### src/rtl/sveri_fixed_pkg.sv
// Shared fixed-point definitions for the activation blocks.
// Q(WIDTH-FRAC_BITS).FRAC_BITS words, signed and unsigned views.
package sveri_fixed_pkg;

  localparam int FXP_WIDTH     = 32;
  localparam int FXP_FRAC_BITS = 16;

  localparam logic [FXP_WIDTH-1:0] ONE =
    FXP_WIDTH'(1) << FXP_FRAC_BITS;

  typedef logic signed [FXP_WIDTH-1:0] fxp_t;
  typedef logic        [FXP_WIDTH-1:0] ufxp_t;

endpackage

### src/rtl/fxp_mul_signed_unsigned.sv
// Registered signed x unsigned multiply with enable.
// Product is kept at full width; the caller picks the scaling.
module fxp_mul_signed_unsigned #(
  parameter int A_WIDTH = 32,
  parameter int B_WIDTH = 17
) (
  input  logic                             clk,
  input  logic                             rst,
  input  logic                             en,
  input  logic signed [A_WIDTH-1:0]        a,
  input  logic        [B_WIDTH-1:0]        b,
  output logic signed [A_WIDTH+B_WIDTH:0]  p
);

  localparam int PW = A_WIDTH + B_WIDTH + 1;

  logic signed [PW-1:0] a_x;
  logic signed [PW-1:0] b_x;

  assign a_x = PW'(a);
  assign b_x = PW'({1'b0, b});

  always_ff @(posedge clk) begin
    if (rst) begin
      p <= '0;
    end else if (en) begin
      p <= a_x * b_x;
    end
  end

endmodule

### src/rtl/activation_sigmoid_backward.sv
// Sigmoid backward pass: out = g * a * (1 - a), 3-stage pipeline.
// One global advance enable; a stalled output freezes every stage.
module activation_sigmoid_backward
  import sveri_fixed_pkg::*;
#(
  parameter int WIDTH     = FXP_WIDTH,
  parameter int FRAC_BITS = FXP_FRAC_BITS,
  parameter int CNT_WIDTH = 16
) (
  input  logic                    clk,
  input  logic                    rst,
  input  logic                    in_valid,
  output logic                    in_ready,
  input  logic [WIDTH-1:0]        in_act,
  input  logic signed [WIDTH-1:0] in_grad,
  input  logic                    in_last,
  output logic                    out_valid,
  input  logic                    out_ready,
  output logic signed [WIDTH-1:0] out_grad,
  output logic                    out_last,
  output logic                    out_clamped,
  output logic [CNT_WIDTH-1:0]    clamp_count
);

  localparam int DW = FRAC_BITS + 1;
  localparam int PW = WIDTH + DW + 1;

  localparam logic [WIDTH-1:0] ONE_W = WIDTH'(1) << FRAC_BITS;
  localparam logic [DW-1:0]    ONE_D = DW'(1) << FRAC_BITS;

  logic            adv;
  logic            over;
  logic [DW-1:0]   a_c;
  logic [DW-1:0]   a_m;
  logic [2*DW-1:0] d_prod;
  logic [DW-1:0]   d;

  logic                    s1_valid;
  logic                    s1_last;
  logic                    s1_clamp;
  logic [DW-1:0]           s1_d;
  logic signed [WIDTH-1:0] s1_grad;

  logic                    s2_valid;
  logic                    s2_last;
  logic                    s2_clamp;
  logic signed [PW-1:0]    p;

  assign adv      = !out_valid || out_ready;
  assign in_ready = adv;

  // a*(1-a) peaks at ONE/4, so d fits in FRAC_BITS+1 bits
  assign over   = in_act > ONE_W;
  assign a_c    = over ? ONE_D : DW'(in_act);
  assign a_m    = ONE_D - a_c;
  assign d_prod = (2*DW)'(a_c) * (2*DW)'(a_m);
  assign d      = DW'(d_prod >> FRAC_BITS);

  fxp_mul_signed_unsigned #(
    .A_WIDTH (WIDTH),
    .B_WIDTH (DW)
  ) u_mul (
    .clk (clk),
    .rst (rst),
    .en  (adv),
    .a   (s1_grad),
    .b   (s1_d),
    .p   (p)
  );

  always_ff @(posedge clk) begin
    if (rst) begin
      s1_valid    <= 1'b0;
      s1_last     <= 1'b0;
      s1_clamp    <= 1'b0;
      s1_d        <= '0;
      s1_grad     <= '0;
      s2_valid    <= 1'b0;
      s2_last     <= 1'b0;
      s2_clamp    <= 1'b0;
      out_valid   <= 1'b0;
      out_last    <= 1'b0;
      out_clamped <= 1'b0;
      out_grad    <= '0;
    end else if (adv) begin
      s1_valid    <= in_valid;
      s1_last     <= in_valid && in_last;
      s1_clamp    <= in_valid && over;
      s1_d        <= d;
      s1_grad     <= in_grad;
      s2_valid    <= s1_valid;
      s2_last     <= s1_last;
      s2_clamp    <= s1_clamp;
      out_valid   <= s2_valid;
      out_last    <= s2_last;
      out_clamped <= s2_clamp;
      out_grad    <= WIDTH'(p >>> FRAC_BITS);
    end
  end

  always_ff @(posedge clk) begin
    if (rst) begin
      clamp_count <= '0;
    end else if (in_valid && adv && over && clamp_count != '1) begin
      clamp_count <= clamp_count + CNT_WIDTH'(1);
    end
  end

endmodule

### config.mk
export PLATFORM = sky130hd
export DESIGN_NAME = activation_sigmoid_backward
export DESIGN_NICKNAME = d
export VERILOG_FILES = /design/src/rtl/sveri_fixed_pkg.sv /design/src/rtl/fxp_mul_signed_unsigned.sv /design/src/rtl/activation_sigmoid_backward.sv
export SDC_FILE = /design/constraint.sdc
export NUM_CORES = 2
export LEC_CHECK = 0
export CAP_MARGIN = 20
export CORE_MARGIN = 2
export CORE_UTILIZATION = 50
export CTS_CLUSTER_DIAMETER = 30
export CTS_CLUSTER_SIZE = 12
export DETAILED_ROUTE_END_ITERATION = 6
export HOLD_SLACK_MARGIN = 0.03
export PLACE_DENSITY_LB_ADDON = 0.12
export SLEW_MARGIN = 20
export SYNTH_ARGS = -nofsm -noshare
export SYNTH_HDL_FRONTEND = slang
export SYNTH_SLANG_ARGS = --single-unit
### constraint.sdc
create_clock -name clk -period 11.9 [get_ports clk]
set_input_delay 1.19 -clock clk [delete_from_list [all_inputs] [get_ports clk]]
set_output_delay 1.19 -clock clk [all_outputs]
set_load 0.1 [all_outputs]
# --- Word level (Yosys, flattened, before mapping) ---
# Index checks and enable logic that the tools add are counted.
classes:
  n_addsub: 2
  multipliers: 2
  div: 0
  n_lt_le_gt_ge: 1
  n_eq_ne: 1
  shifts: 0
  n_mux: 1
  n_bitwise: 0
  reduce_logical: 7
op_table:
  columns: ["cell", "count"]
  rows:
  - ["multiplier 32 x 18 -> 48 bit", 1]
  - ["multiplier 17 x 17 -> 33 bit", 1]
  - ["greater-than comparator 32 x 17 -> 1 bit (second input constant)", 1]
  - ["2-to-1 mux 17 bit", 1]
  - ["subtractor 17 bit (first input constant)", 1]
  - ["adder 16 x 1 -> 16 bit (second input constant)", 1]
  - ["!= test 16 bit (second input constant)", 1]
  - ["logical AND 1 bit", 5]
  - ["zero test 1 bit", 1]
  - ["logical OR 1 bit", 1]
totals:
  regBits: 154
  latchBits: 0
  ram_bits: 0
  romBits: 0
  in_bits: 69
  out_inout_bits: 52
  wordCells: 28
  n_memories: 0

# --- Depth between registers and ports, before layout ---
depth:
  depth_word: 5
  mapped_depth: 38
  ltp_nobuf: 35

# --- Modules after synthesis ---
# From an unflattened synthesis, not the netlist that was laid out.
unflattened:
  cells_unflattened: 3994
  hier_area_um2: 34797.1
by_module_without_submodules:
  columns: ["module", "n_inst", "cells_per_inst", "area_each_um2", "seq_area_each_um2"]
  rows:
  - ["fxp_mul_signed_unsigned", 1, 2398, 21224.1, 1001.0]
  - ["activation_sigmoid_backward", 1, 1596, 13573.0, 2122.0]

# --- Worst setup path after synthesis ---
# No wires, ideal clock.
synth_timing:
  kind: "input-to-reg"
  from: "in in_act[12]"
  to: "reg s1_d[15]"
  setup_ns: 0.125
  t_arrival_ns: 9.675
  required_ns: 11.775
  slack_ns: 2.099
  stages: 34
  path_buffers: 4
  cell_sequence: "or4_1 -> or4_1 -> o21ai_1 -> and2b_1 -> buf_2 -> buf_2 -> and2_1 -> inv_2 -> clkbuf_1 -> ha_1 -> and3_1 -> ha_1 -> clkbuf_1 -> nand2b_1 -> fa_1 -> fa_1 -> fa_1 -> inv_1 -> fa_1 -> fa_1 -> inv_1 -> fa_1 -> inv_1 -> ha_1 -> a211oi_1 -> o21ai_1 -> nor4_1 -> a211oi_2 -> o31a_1 -> or3_4 -> a221oi_2 -> o21a_1 -> xor2_1 -> o21ai_1"
synth_between:
  elab_chain_cells: 4
synth_lines:
  columns: ["item", "line", "source"]
  rows:
  - ["from (decl)", "activation_sigmoid_backward.sv:14", "input logic [WIDTH-1:0] in_act,"]
  - ["greater-than comparator 32 x 17 -> 1 bit", "activation_sigmoid_backward.sv:53", "assign over = in_act > ONE_W;"]
  - ["2-to-1 mux 17 bit (*)", "activation_sigmoid_backward.sv:54", "assign a_c = over ? ONE_D : DW'(in_act);"]
  - ["subtractor 17 bit", "activation_sigmoid_backward.sv:55", "assign a_m = ONE_D - a_c;"]
  - ["multiplier 17 x 17 -> 33 bit (*)", "activation_sigmoid_backward.sv:56", "assign d_prod = (2*DW)'(a_c) * (2*DW)'(a_m);"]
  - ["to (signal assigned)", "activation_sigmoid_backward.sv:76", "s1_d <= '0;"]
  - ["to (signal assigned)", "activation_sigmoid_backward.sv:89", "s1_d <= d;"]
  - ["to (decl)", "activation_sigmoid_backward.sv:41", "logic [DW-1:0] s1_d;"]
# Every way passes the cells marked *; elsewhere a longest branch is shown, timed or not.
# A chain may end at the register's enable or synchronous reset.

# --- Worst setup path in the final report ---
layout_timing:
  from: "in in_act[2]"
  to: "reg s1_d[15]"
# The elaborated chain is that of the path after synthesis.

==> impl_metrics.tcl <==
set metrics [dict create \
    numCtsBuffers 17 \
    drt_wl_total_um 82200 \
    grt_setup_unrepaired "false" \
    run_status "complete, no violations" \
    final_cell_mix "inv_1, fa_1, nand2_1, ha_1, and2_1" \
    grt_overflow_total 0 \
    reg2reg_from "s1_d[5]" \
    reg2reg_depth 24 \
    cpPeakStageDelay_ns 0.83 \
    antenna_cells 0 \
    placed_cells 4525 \
    gp_congestion 0.902 \
    ys_warn_count 0 \
    fmax_mhz 94.2 \
    ys_ff_latch 138 \
    whs_path_depth 2 \
    whs_ns 0.450 \
    grt_use_total_pct 26.5 \
    grt_pass1_vias 24857 \
    clkTransAtPathRegs_ns 0.07 \
    leakagePower_uw 0.0163 \
    drt_first_pass_iters 7 \
    setup_viol 0 \
    cts_tree "done" \
    postLayoutCoreUtil_pct 54.6 \
    cp-startpoint "in_act[2]" \
    routedWlPerCell_um 18.0 \
    slew_headroom_pct 21.1 \
    worstSetupEndpoint "s1_d[15]" \
    fillers 6092 \
    vdd_drop_max_uv 101 \
    vias 23445 \
    cts_hold_buffers 0 \
    seq_area_um2 2770 \
    synth_edf_count 0 \
    clock_latency_ns 0.50 \
    r2r_end "u_mul.p[47]" \
    power_density_nw_per_um2 35.2 \
    drv_cap 0 \
    finalSetupTns_ns 0 \
    slowest_stage "nor4_1" \
    worstHoldPathType "reg -> reg" \
    instances_no_fill 4557 \
    p_total_uw 1220 \
    clockBufferDepth 2 \
    crit_required_ns 12.25 \
    cp-end-kind "flop" \
    synth.distinct_cells 64 \
    final_common_cell "inv_1" \
    die_h_um 258 \
    finalClockSkew_ns 0.0119 \
    arrival_ns 10.96 \
    io_pins 121 \
    async_reset_ff_share_pct 0 \
    place.port_buffers 120 \
    cp_max_fo 28 \
    cts_resized 0 \
    syn_area_um2 32100 \
    drive_gt1_share_pct 3.18 \
    syn_avg_cell_area_um2 8.67 \
    crit_top_cell "fa_1" \
    ff2ff_setup_slack_ns 4.32 \
    coreArea_um2 63300 \
    via_per_inst 5.14 \
    tightest_slew_ns 1.18 \
    cp-start-kind "input port" \
    detail-route-antenna-nets 0 \
    dieArea_um2 66300 \
    htreeDepth 4 \
    synthCells 3704 \
    core.rowCount 92 \
    grt_pass1_wl_um 136000 \
    initial_core_util_pct 50.8 \
    layout.nets 4724 \
    drtIter0Drc 1345 \
    cts_root_buf "clkbuf_16" \
    maxSlewViolCount 0 \
    post_cts_buffers 0 \
    synth.net_count 4730 \
    area_growth_pct 7.68 \
    final_hold_viol_count 0 \
    fin_crit_sh_pct 89.2 \
    worst-setup-path-type "in -> reg" \
    drc 0 \
    synth_flop_cell "dfxtp_1" \
    grt_start_max_net_pins 65 \
    cts_sinks 138 \
    dp_hpwl_um 64100 \
    layout_min_cycle_time_ns 10.62 \
    die_w_um 258 \
    multiInputGateArea_um2 25500 \
    yosysSeqAreaShare_pct 8.60 \
    grt_antenna_before_repair 0 \
]
sequential cells by signal, indices dropped and copies added, names as in the netlist, 16 cells and up:
name,flops
u_mul.p,32
clamp_count,16
s1_grad,32
s1_d,17
out_grad,32
cell usage after synthesis (2+ instances only):
master	n	area share, %
a311oi_1	2	0.055
nand3b_1	2	0.047
nor2b_1	12	0.23
a31oi_1	6	0.12
buf_2	5	0.078
o21bai_1	6	0.14
a21boi_0	3	0.070
xor2_1	32	0.87
fa_1	728	45
nand2b_1	104	2.0
or2_2	28	0.55
nor4_1	4	0.078
xnor2_1	39	1.1
clkbuf_1	169	2.0
or3_1	11	0.21
o21ai_0	35	0.55
a21o_1	26	0.61
o21ai_1	12	0.19
and4_1	5	0.14
nor3_1	14	0.22
inv_1	854	10
o41ai_1	2	0.055
and3_1	12	0.23
a22o_1	2	0.055
inv_2	5	0.058
o31ai_1	3	0.070
nand2_1	627	7.3
nand4_1	16	0.31
o211ai_1	8	0.19
or4_1	3	0.070
buf_1	5	0.058
a211o_1	2	0.055
dfxtp_1	138	8.6
and2_1	199	3.9
a2111oi_0	2	0.055
nor2_1	141	1.6
ha_1	229	8.9
a211oi_1	15	0.35
or2_1	12	0.23
o21a_1	10	0.23
a21oi_1	140	2.2
mux2i_1	2	0.062
nand3_1	13	0.20
kinds of logic after synthesis:
logic type      Yosys count  share of synthesized area, %
xor+xnor                 71                          1.94
buf+inv                1038                          12.1
compound gates          287                          5.35
simple gates           1210                          17.6
flops                   138                          8.60
fa+ha+maj               957                          54.3
other cells               1                        0.0117
mux                       2                        0.0623
critical path: cells and delay by family:
family          cells  cell delay (ns)
fa+ha+maj           9             3.84
simple gates        7             2.67
compound gates      9             1.87
buf+inv             8             1.24
xor+xnor            1             0.15
layer usage:
metal  up-vias  routed length, µm  global-route usage (%)
met5         -                  0                       0
met1     11904              35800                    36.7
met3        81               6310                    6.07
met4         0               1290                    5.51
li1      10815                  -                       -
met2       645              38800                    42.6
how the worst min path moves through the flow:
stage | start | to | slack, ns
after floorplan | u_mul.p[28] | u_mul.p[28] | 0.42
after global placement | u_mul.p[37] | u_mul.p[37] | 0.44
after detailed placement | s1_d[8] | s1_d[8] | 0.44
after CTS | out_grad[9] | out_grad[9] | 0.45
after global routing | u_mul.p[23] | u_mul.p[23] | 0.47
final | out_grad[9] | out_grad[9] | 0.45
layout make-up:
type                       count  share of cell area, %
timing repair buffer         154                   4.19
inverter                     859                   9.33
sequential                   138                   8.01
clock buffer                  17                   1.23
tap                          846                   3.06
clock inverter                15                  0.550
multi-input combinational   2528                   73.6
stage by stage:
| stage | area [µm²] | setup slack [ns] |
|---|---|---|
| final | 34600 | 1.28 |
| after global routing | 34600 | 0.666 |
| after CTS | 34600 | 1.40 |
| after detailed placement | 34000 | 0.878 |
| after global placement | 34000 | 1.13 |
| after floorplan | 32100 | 2.10 |
report_power, final:
group	internal, µW	switching, µW	leakage (µW)
clock	303	268	0.000303
combinational	50.7	89.9	0.0149
sequential	474	34.8	0.00113
Power figures use the tool's default switching activity.
